File: config.mk
export PLATFORM = sky130hd
export DESIGN_NAME = input_debounce_flat
export DESIGN_NICKNAME = d
export VERILOG_FILES = /design/src/rtl/input_pkg.sv /design/src/rtl/input_debounce_if.sv /design/src/rtl/debounce_chan.sv /design/src/rtl/input_debounce.sv /design/src/flat_wrapper.sv
export SDC_FILE = /design/constraint.sdc
export NUM_CORES = 1
export LEC_CHECK = 0
export BUFFER_PORTS_ARGS = -buffer_cell sky130_fd_sc_hd__clkbuf_2
export CAP_MARGIN = 20
export CORE_ASPECT_RATIO = 1.5
export CORE_MARGIN = 2
export CORE_UTILIZATION = 35
export CTS_CLUSTER_SIZE = 14
export DETAILED_ROUTE_END_ITERATION = 7
export HOLD_SLACK_MARGIN = 0.02
export PLACE_DENSITY = 0.51
export SLEW_MARGIN = 20
export SYNTH_ARGS = -nofsm -noshare
export SYNTH_HDL_FRONTEND = slang
export SYNTH_SLANG_ARGS = --single-unit
File: constraint.sdc
create_clock -name clk -period 3.48 [get_ports clk]
set_input_delay 0.348 -clock clk [delete_from_list [all_inputs] [get_ports clk]]
set_output_delay 0.348 -clock clk [all_outputs]
set_load 0.02 [all_outputs]
File: src/rtl/input_pkg.sv
//==============================================================================
// Module : input_pkg
// Desc   : Shared constants and helpers for the pin-input debounce block.
// Rev    : 1.0 - initial release
//==============================================================================
`default_nettype none

package input_pkg;

    // 1 ms debounce window and 1 s long-press time on the 48 MHz oscillator
    localparam int unsigned c_debounce_cycles_48m = 48000;
    localparam int unsigned c_long_cycles_48m     = 48000000;

    // Registered view of one debounced channel
    typedef struct packed {
        logic level;
        logic rise;
        logic fall;
        logic long_press;
    } chan_out_t;

    // Counter width able to hold values 0..n-1, never narrower than one bit
    function automatic int unsigned cnt_width(input int unsigned n);
        return (n <= 2) ? 1 : $clog2(n);
    endfunction

endpackage

`default_nettype wire

File: src/rtl/input_debounce_if.sv
//==============================================================================
// Module : input_debounce_if
// Desc   : Pin-side inputs and fabric-side debounced outputs of input_debounce.
// Rev    : 1.0 - initial release
//==============================================================================
`default_nettype none

interface input_debounce_if #(
    parameter int unsigned NCH = 4
);
    logic [NCH-1:0] in_i;
    logic [NCH-1:0] level_o;
    logic [NCH-1:0] rise_o;
    logic [NCH-1:0] fall_o;
    logic [NCH-1:0] long_o;

    modport master (
        output in_i,
        input  level_o,
        input  rise_o,
        input  fall_o,
        input  long_o
    );

    modport slave (
        input  in_i,
        output level_o,
        output rise_o,
        output fall_o,
        output long_o
    );
endinterface

`default_nettype wire

File: src/rtl/debounce_chan.sv
//==============================================================================
// Module : debounce_chan
// Desc   : One channel: 2-flop sync, stability counter, long-press timer.
// Rev    : 1.0 - initial release
//==============================================================================
`default_nettype none

module debounce_chan
    import input_pkg::*;
#(
    parameter int unsigned DEBOUNCE_CYCLES = c_debounce_cycles_48m,
    parameter int unsigned LONG_CYCLES     = c_long_cycles_48m
) (
    input  wire logic      clk,
    input  wire logic      rst,
    input  wire logic      pin,
    output chan_out_t      evt
);

    localparam int unsigned c_dcnt_w = cnt_width(DEBOUNCE_CYCLES);
    localparam int unsigned c_hcnt_w = cnt_width(LONG_CYCLES + 1);

    localparam logic [c_dcnt_w-1:0] c_dcnt_last = c_dcnt_w'(DEBOUNCE_CYCLES - 1);
    localparam logic [c_hcnt_w-1:0] c_hcnt_max  = c_hcnt_w'(LONG_CYCLES);
    localparam logic [c_hcnt_w-1:0] c_hcnt_last = c_hcnt_w'(LONG_CYCLES - 1);

    logic                r_s1;
    logic                r_s2;
    logic [c_dcnt_w-1:0] r_dcnt;
    logic [c_hcnt_w-1:0] r_hcnt;
    logic                r_level;
    logic                r_rise;
    logic                r_fall;
    logic                r_long;

    logic                w_differ;
    logic                w_accept;
    logic [c_dcnt_w-1:0] w_dcnt_nxt;
    logic [c_hcnt_w-1:0] w_hcnt_nxt;
    logic                w_long_nxt;

    always_comb begin
        w_differ   = (r_s2 != r_level);
        w_accept   = w_differ && (r_dcnt == c_dcnt_last);
        w_dcnt_nxt = '0;
        w_hcnt_nxt = '0;
        w_long_nxt = 1'b0;

        // Any sample matching the current level throws away the partial count
        if (w_differ && !w_accept) begin
            w_dcnt_nxt = r_dcnt + 1'b1;
        end

        if (r_level) begin
            if (r_hcnt != c_hcnt_max) begin
                w_hcnt_nxt = r_hcnt + 1'b1;
                w_long_nxt = (r_hcnt == c_hcnt_last);
            end else begin
                w_hcnt_nxt = r_hcnt;
            end
        end
    end

    always_ff @(posedge clk) begin
        if (rst) begin
            r_s1    <= 1'b0;
            r_s2    <= 1'b0;
            r_dcnt  <= '0;
            r_hcnt  <= '0;
            r_level <= 1'b0;
            r_rise  <= 1'b0;
            r_fall  <= 1'b0;
            r_long  <= 1'b0;
        end else begin
            r_s1    <= pin;
            r_s2    <= r_s1;
            r_dcnt  <= w_dcnt_nxt;
            r_hcnt  <= w_hcnt_nxt;
            r_level <= w_accept ? r_s2 : r_level;
            r_rise  <= w_accept && r_s2;
            r_fall  <= w_accept && !r_s2;
            r_long  <= w_long_nxt;
        end
    end

    assign evt.level      = r_level;
    assign evt.rise       = r_rise;
    assign evt.fall       = r_fall;
    assign evt.long_press = r_long;

endmodule

`default_nettype wire

File: src/rtl/input_debounce.sv
//==============================================================================
// Module : input_debounce
// Desc   : NCH independent synchronizing debouncers with edge/long-press pulses.
// Rev    : 1.0 - initial release
//==============================================================================
`default_nettype none

module input_debounce
    import input_pkg::*;
#(
    parameter int unsigned NCH             = 4,
    parameter int unsigned DEBOUNCE_CYCLES = c_debounce_cycles_48m,
    parameter int unsigned LONG_CYCLES     = c_long_cycles_48m
) (
    input  wire logic          clk,
    input  wire logic          rst,
    input_debounce_if.slave    bus
);

    chan_out_t      w_evt [NCH];
    logic [NCH-1:0] w_level;
    logic [NCH-1:0] w_rise;
    logic [NCH-1:0] w_fall;
    logic [NCH-1:0] w_long;

    for (genvar n = 0; n < NCH; n++) begin : g_chan
        debounce_chan #(
            .DEBOUNCE_CYCLES (DEBOUNCE_CYCLES),
            .LONG_CYCLES     (LONG_CYCLES)
        ) u_chan (
            .clk (clk),
            .rst (rst),
            .pin (bus.in_i[n]),
            .evt (w_evt[n])
        );

        assign w_level[n] = w_evt[n].level;
        assign w_rise[n]  = w_evt[n].rise;
        assign w_fall[n]  = w_evt[n].fall;
        assign w_long[n]  = w_evt[n].long_press;
    end

    assign bus.level_o = w_level;
    assign bus.rise_o  = w_rise;
    assign bus.fall_o  = w_fall;
    assign bus.long_o  = w_long;

endmodule

`default_nettype wire

File: src/flat_wrapper.sv
// flat-port wrapper written by rule: the top's interface ports become plain ports
module input_debounce_flat import input_pkg::*;
#(
    parameter int unsigned NCH             = 4,
    parameter int unsigned DEBOUNCE_CYCLES = c_debounce_cycles_48m,
    parameter int unsigned LONG_CYCLES     = c_long_cycles_48m
)
  (clk, rst, bus_in_i, bus_level_o, bus_rise_o, bus_fall_o, bus_long_o);
  input_debounce_if #(.NCH(NCH)) bus_i ();
  input  wire logic clk;
  input  wire logic rst;
  input wire logic [$bits(bus_i.in_i)-1:0] bus_in_i;
  output wire logic [$bits(bus_i.level_o)-1:0] bus_level_o;
  output wire logic [$bits(bus_i.rise_o)-1:0] bus_rise_o;
  output wire logic [$bits(bus_i.fall_o)-1:0] bus_fall_o;
  output wire logic [$bits(bus_i.long_o)-1:0] bus_long_o;
  assign bus_i.in_i = bus_in_i;
  assign bus_level_o = bus_i.level_o;
  assign bus_rise_o = bus_i.rise_o;
  assign bus_fall_o = bus_i.fall_o;
  assign bus_long_o = bus_i.long_o;
  input_debounce #(.NCH(NCH), .DEBOUNCE_CYCLES(DEBOUNCE_CYCLES), .LONG_CYCLES(LONG_CYCLES)) u_core (.clk(clk), .rst(rst), .bus(bus_i));
endmodule
==> out/summary.txt, run 1 <==
outcome - complete, no violations
Core ar. - 24900 um^2
dpl cells - 1331
clock tree buffer depth - 2
PD cells - 439 nW/um^2
WP data arrival - 2.51 ns
cell taking the most area after synthesis - dfxtp_1
Synth Area in Compound Gates - 0.0842
mux share of post-synthesis cell area - 0.00810
Simple-Gate Fraction of Synth Area - 0.315
register area share after synthesis - 0.437
WL/cell - 13.3 um
Via Count - 7034
Post-Synthesis Cells - 1026
Die Y - 198 um
ant diodes - 0
Avg Inst Size Synth - 8.58 um^2
Period Utilization, post-route - 0.630
largest net degree at the start of global routing - 29
GRT met3 Usage - 0.0274
I/O Buffers - 21
WL final - 18100 um
Setup TNS Final - 0 ns
cts repair resizes - 0
pre-CTS setup slack - 1.27 ns
hpwl dp - 12700 um
minimum clock period - 2.19 ns
synth-to-layout area growth - 10.2%
GRT Overall Usage - 0.143
Synth Register Bits - 192
fraction of layout cells with a size suffix above 1 - 0.0686
via/cell ratio - 5.16
row count - 71
highest clock rate - 456 MHz
minimum hold slack - 0.145 ns
Clk Latency, worst-skew pair - 0.44 ns
Req. time, crit path - 3.79 ns
violation count after the first detailed-routing iteration - 257
setup slack, reg-to-reg - 1.29 ns
Root Driver - clkbuf_16
Reg2Reg Capture Point - u_core.g_chan[3].u_chan.r_dcnt[14]
nets - 1040
clock skew - 0.00794 ns
worst setup margin - 1.29 ns
worst-margin pin slew - 1.08 ns
Top Usage Layer GRT - met2
Lkg Pwr - 2.85 nW
post-route antenna net violation count - 0
Critical path origin - u_core.g_chan[3].u_chan.r_dcnt[0]
Post-synth EDFFs - 0
die width - 133 um
Adder-Cell Fraction of Synth Area - 0.0171
clock sink count - 192
Critical Path End - u_core.g_chan[3].u_chan.r_dcnt[14]
met1 Usage GRT - 0.168
worst-path fanout max - 13
CP Launch Type - flop
DRC violations left - 0
relative slew slack - 0.277
TritonCTS clock tree - built
setup violators final - 0
cells on worst reg2reg path - 5
I/O Pins - 22
GP Congestion - 0.739
DRT Pass-1 Iters - 4
Post-Syn Nets - 1044
Most used DFF post-synth - dfxtp_1
post-route cell area - 9700 um^2
type of element capturing the critical path - flop
Post-Layout Cell Count - 1363
Synth Warn # - 0
vias in the first global route - 6597
GR Util met2 - 0.260
post-CTS setup buffers - 0
hold_buf cts - 0
endpoints failing hold - 0
top post-synthesis cells by area - dfxtp_1 (44%), nor2_1 (5.2%), xnor2_1 (5.0%)
GRT overflow - 0
ys async rst share - 0
maximum vdd drop - 0.337 mV
initial antenna violation count - 0
Area after DPL - 9090 um^2
Slew Limit Fails - 0
main combinational cell family by area after synthesis - simple AND/OR/NAND/NOR gates
Synth top area share - 0.437
MaxCap Viol Count - 0
die area - 26500 um^2
Setup CP Type - reg -> reg
XOR/XNOR Fraction of Synth Area - 0.0945
synthesized cell area - 8800 um^2
H-tree levels - 4
RSZ-0062 raised after global routing - false
Worst R2R Start - u_core.g_chan[3].u_chan.r_dcnt[0]
worst hold path type - in -> reg
hold_sp - bus_in_i[0]
Synth cell types - 49
first-pass GRT wire length - 31300 um
CTS buffer count - 17
clk slew on worst S/H paths - 0.08 ns
Starting Density - 0.354
[stage by stage]
step	utilization	total power, W
floorplan	-	0.00227
detailed placement	0.365	0.00228
CTS	0.390	0.00432
global placement	0.365	0.00228
global route	0.390	0.00441
finish	0.390	0.00426
[power breakdown]
part / switching [W] / leakage, nW / internal (W) / total [W]
Clock: 0.000893 / 0.282 / 0.00114 / 0.00203
Sequential: 0.00000405 / 1.55 / 0.00220 / 0.00221
Combinational: 0.0000150 / 1.02 / 0.00000940 / 0.0000244
[placed cells by master, fill, tap and decap left out, types with 12 or more instances in the layout]
master     synthesis  routed
a21oi_1           64      64
and3_1            19      19
and4_1            20      20
clkbuf_16          0      17
clkbuf_2           0      21
dfxtp_1          192     192
ha_1              12      12
inv_1             35      35
nand2_1           48      48
nand2b_1          17      17
nand3_1           62      62
nand4_1           50      50
nor2_1           121     121
nor2b_1           14      14
nor3_1            31      31
nor4_1            28      28
o21ai_0           43      43
o31ai_1           18      18
or3_1             28      28
or4_1             28      28
xnor2_1           50      50
xor2_1            45      45
[flip-flops by register name, summed over array words and instances, names as in the netlist]
name and count:
u_core.g_chan.u_chan.r_dcnt 64, u_core.g_chan.u_chan.r_fall 4, u_core.g_chan.u_chan.r_hcnt 104, u_core.g_chan.u_chan.r_level 4, u_core.g_chan.u_chan.r_long 4, u_core.g_chan.u_chan.r_rise 4, u_core.g_chan.u_chan.r_s1 4, u_core.g_chan.u_chan.r_s2 4
[final cells by class]
| type | count | area (um^2) |
|---|---|---|
| Fill cell | 2563 | 15200 |
| Multi-Input combinational cell | 751 | 4570 |
| Sequential cell | 192 | 3840 |
| Clock buffer | 17 | 425 |
| Tap cell | 328 | 410 |
| Clock inverter | 15 | 185 |
| Timing Repair Buffer | 25 | 135 |
| Inverter | 35 | 131 |
[metal layers]
layer	wire length (um)	share of wire
met4	233	0.013
met2	9290	0.51
met3	413	0.023
met5	0	0
met1	8180	0.45
[cells in the mapped netlist (2+ instances only)]
cell type	instances
ha_1	12
xor2_1	45
buf_4	16
buf_6	2
dfxtp_1	192
or4b_2	2
nor2_1	121
nand3_1	62
nand2b_1	17
or4_1	28
o21a_1	3
a21oi_1	64
and4_1	20
mux2i_1	6
nor4_1	28
buf_1	2
or3_1	28
or3_2	2
or4b_1	2
nor3_1	31
and2_1	9
buf_2	4
nand4_1	50
xnor2_1	50
and3_1	19
or2_2	4
o21ai_0	43
o31ai_1	18
nand2_1	48
nor2b_1	14
nor4b_1	9
inv_1	35
clkbuf_1	24
[cell families (layout without fill, tap and decap cells)]
kind of cell,after synthesis,count (layout)
AO/OA/AOI/OAI,134,134
XOR/XNOR,95,95
adder cells (fa/ha/maj),12,12
multiplexers,7,7
flip-flops,192,192
AND/OR/NAND/NOR,503,503
buffers and inverters,83,92
[worst min-delay path by stage]
stage / to / cells after the start
floorplan: u_core.g_chan[0].u_chan.r_s2 / 1
global placement: u_core.g_chan[0].u_chan.r_s2 / 1
detailed placement: u_core.g_chan[0].u_chan.r_s2 / 1
CTS: u_core.g_chan[3].u_chan.r_s1 / 2
global route: u_core.g_chan[0].u_chan.r_s1 / 2
finish: u_core.g_chan[0].u_chan.r_s1 / 2
[worst max-delay path, cell delays in order, from the launching register on]
cell      delay [ns]
dfxtp_1         0.38
ha_1            0.22
nand4_1         0.26
or4_1           0.68
nand2b_1        0.43
nor2_1          0.10
Note: power is estimated with default switching activity, not from simulation.
==> run 2: changes to the inputs <==
Clock period 3.48 ns to 2.1 ns, I/O delays scaled along.
==> run 2 against run 1 <==
  * Clock skew rose by 0.0024 ns
  * Clock power grew 64%
  * Critical path type unchanged
  * Power up 65%
==> out/summary.txt, run 2 (synthesized netlist as in run 1, its figures left out) <==
outcome - complete, no violations (unchanged)
H-tree levels - 4 (unchanged)
cells on worst reg2reg path - 5 (unchanged)
worst-margin pin slew - 0.567 ns (was 1.08 ns)
cell-internal power - 0.00547 W (was 0.00335 W)
die width - 133 um (unchanged)
Lkg Pwr - 3.10 nW (was 2.85 nW)
I/O Buffers - 21 (unchanged)
clock sink count - 192 (unchanged)
TritonCTS clock tree - built (unchanged)
RSZ-0062 raised after global routing - true (was false)
Setup CP Type - reg -> reg (unchanged)
most common cell after layout, fill and taps aside - dfxtp_1 (unchanged)
Period Utilization, post-route - 0.942 (was 0.630)
clock tree buffer depth - 2 (unchanged)
PD cells - 698 nW/um^2 (was 439 nW/um^2)
Core ar. - 24900 um^2 (unchanged)
Layout fillers - 2573 (was 2563)
WL final - 18500 um (was 18100 um)
CP Launch Type - flop (unchanged)
Via Count - 7210 (was 7034)
Pwr Total - 0.00703 W (was 0.00426 W)
first-pass GRT wire length - 32300 um (was 31300 um)
GRT Overall Usage - 0.147 (was 0.143)
WL/cell - 13.1 um (was 13.3 um)
type of element capturing the critical path - flop (unchanged)
Req. time, crit path - 2.47 ns (was 3.79 ns)
vias in the first global route - 6921 (was 6597)
biggest regs - u_core.g_chan.u_chan.r_hcnt (104), u_core.g_chan.u_chan.r_dcnt (64) (unchanged)
setup slack, reg-to-reg - 0.12 ns (was 1.29 ns)
Switch Pwr - 0.00156 W (was 0.000912 W)
pre-CTS setup slack - 0.130 ns (was 1.27 ns)
worst-path fanout max - 7 (was 13)
Biggest register - u_core.g_chan.u_chan.r_hcnt (unchanged)
initial antenna violation count - 0 (unchanged)
Flop pwr share - 0.520 (was 0.518)
row count - 71 (unchanged)
DRC violations left - 0 (unchanged)
Gate power share - 0.007 (was 0.006)
maximum vdd drop - 0.550 mV (was 0.337 mV)
Slew Limit Fails - 0 (unchanged)
worst hold path type - in -> reg (unchanged)
highest clock rate - 506 MHz (was 456 MHz)
nets - 1089 (was 1040)
clk slew on worst S/H paths - 0.08 ns (about the same)
Die Y - 198 um (unchanged)
DRT Pass-1 Iters - 4 (unchanged)
minimum hold slack - 0.318 ns (was 0.145 ns)
CTS buffer count - 17 (unchanged)
GP Congestion - 0.773 (was 0.739)
worst setup margin - 0.122 ns (was 1.29 ns)
minimum clock period - 1.98 ns (was 2.19 ns)
clock share of power - 0.473 (was 0.477)
hpwl dp - 13400 um (was 12700 um)
post-route antenna net violation count - 0 (unchanged)
Largest register FFs - 104 (unchanged)
switch share - 0.222 (was 0.214)
WP data arrival - 2.35 ns (was 2.51 ns)
I/O Pins - 22 (unchanged)
most frequent cells in the layout - dfxtp_1 (191), nor2_1 (121), a21oi_1 (64) (was dfxtp_1 (192), nor2_1 (121), a21oi_1 (64))
via/cell ratio - 5.10 (was 5.16)
Root Driver - clkbuf_16 (unchanged)
die area - 26500 um^2 (unchanged)
clock skew - 0.0103 ns (was 0.00794 ns)
endpoints failing hold - 0 (unchanged)
worst hold path cell count - 2 (unchanged)
setup violators final - 0 (unchanged)
GRT overflow - 0 (unchanged)
synth-to-layout area growth - 14.4% (was 10.2%)
Starting Density - 0.354 (unchanged)
violation count after the first detailed-routing iteration - 309 (was 257)
largest net degree at the start of global routing - 26 (was 29)
Clk Latency, worst-skew pair - 0.44 ns (about the same)
relative slew slack - 0.617 (was 0.277)
fraction of layout cells with a size suffix above 1 - 0.108 (was 0.0686)
MaxCap Viol Count - 0 (unchanged)
==> run 2: cell count changes in the layout (fill, tap and decap cells not counted), moves of 4 or more <==
cell           delta
buf_4            +45
clkinvlp_4        -5
dlygate4sd3_1     +4
inv_8             +4
==> run 2: layout make-up <==
| cell class | instances | area, um^2 | share of cell area |
|---|---|---|---|
| Multi-Input combinational cell | 751 | 4570 | 0.453 |
| Sequential cell | 192 | 3840 | 0.382 |
| Timing Repair Buffer | 74 | 513 | 0.0509 |
| Clock buffer | 17 | 425 | 0.0422 |
| Tap cell | 328 | 410 | 0.0408 |
| Clock inverter | 15 | 176 | 0.0175 |
| Inverter | 35 | 131 | 0.0130 |
| Antenna cell | 1 | 2.50 | 0.000249 |
==> run 2: power groups by stage <==
stage | Clock, W | Sequential, W | Combinational [W]
after floorplan | 0 | 0.00374 | 0.0000254
after global placement | 0 | 0.00374 | 0.0000430
after detailed placement | 0 | 0.00374 | 0.0000433
after CTS | 0.00345 | 0.00365 | 0.0000490
after global routing | 0.00359 | 0.00365 | 0.0000535
final | 0.00333 | 0.00365 | 0.0000474
==> run 2: path summary, 6_finish.rpt <==
| check | start | end |
|---|---|---|
| min | rst | u_core.g_chan[1].u_chan.r_level |
| max reg2reg | u_core.g_chan[1].u_chan.r_hcnt[1] | u_core.g_chan[1].u_chan.r_hcnt[20] |
| min reg2reg | u_core.g_chan[3].u_chan.r_s1 | u_core.g_chan[3].u_chan.r_s2 |
| max | u_core.g_chan[1].u_chan.r_hcnt[1] | u_core.g_chan[1].u_chan.r_hcnt[20] |
==> run 2: metal layers <==
metal,global-route usage,part of all wire,up-vias
li1,-,-,3762
met1,0.169,0.45,3359
met2,0.269,0.51,65
met3,0.0307,0.022,24
met4,0.0512,0.015,0
met5,0,0,-
==> run 2: critical path: stages, from the launching register on <==
cell     delay [ns]
dfxtp_1        0.43
ha_1           0.24
nand3_1        0.11
or4_1          0.54
or4_1          0.44
a21oi_1        0.14
==> run 2: stage by stage <==
| stage | instances | instance area, um^2 | setup TNS, ns | utilization |
|---|---|---|---|---|
| global route | 1412 | 10100 | -0.0115 | 0.405 |
| global placement | 1374 | 9410 | 0 | 0.378 |
| finish | 1413 | 10100 | 0 | 0.405 |
| floorplan | 1026 | 8800 | 0 | - |
| CTS | 1410 | 10100 | 0 | 0.404 |
| detailed placement | 1374 | 9410 | 0 | 0.378 |
==> run 2: what timing repair did <==
action,4_1_cts,5_1_grt
hold endpoints to repair,4,0
resized for setup,0,1
endpoints found under the setup margin,0,4
buffers inserted,0,2
hold buffers,4,0
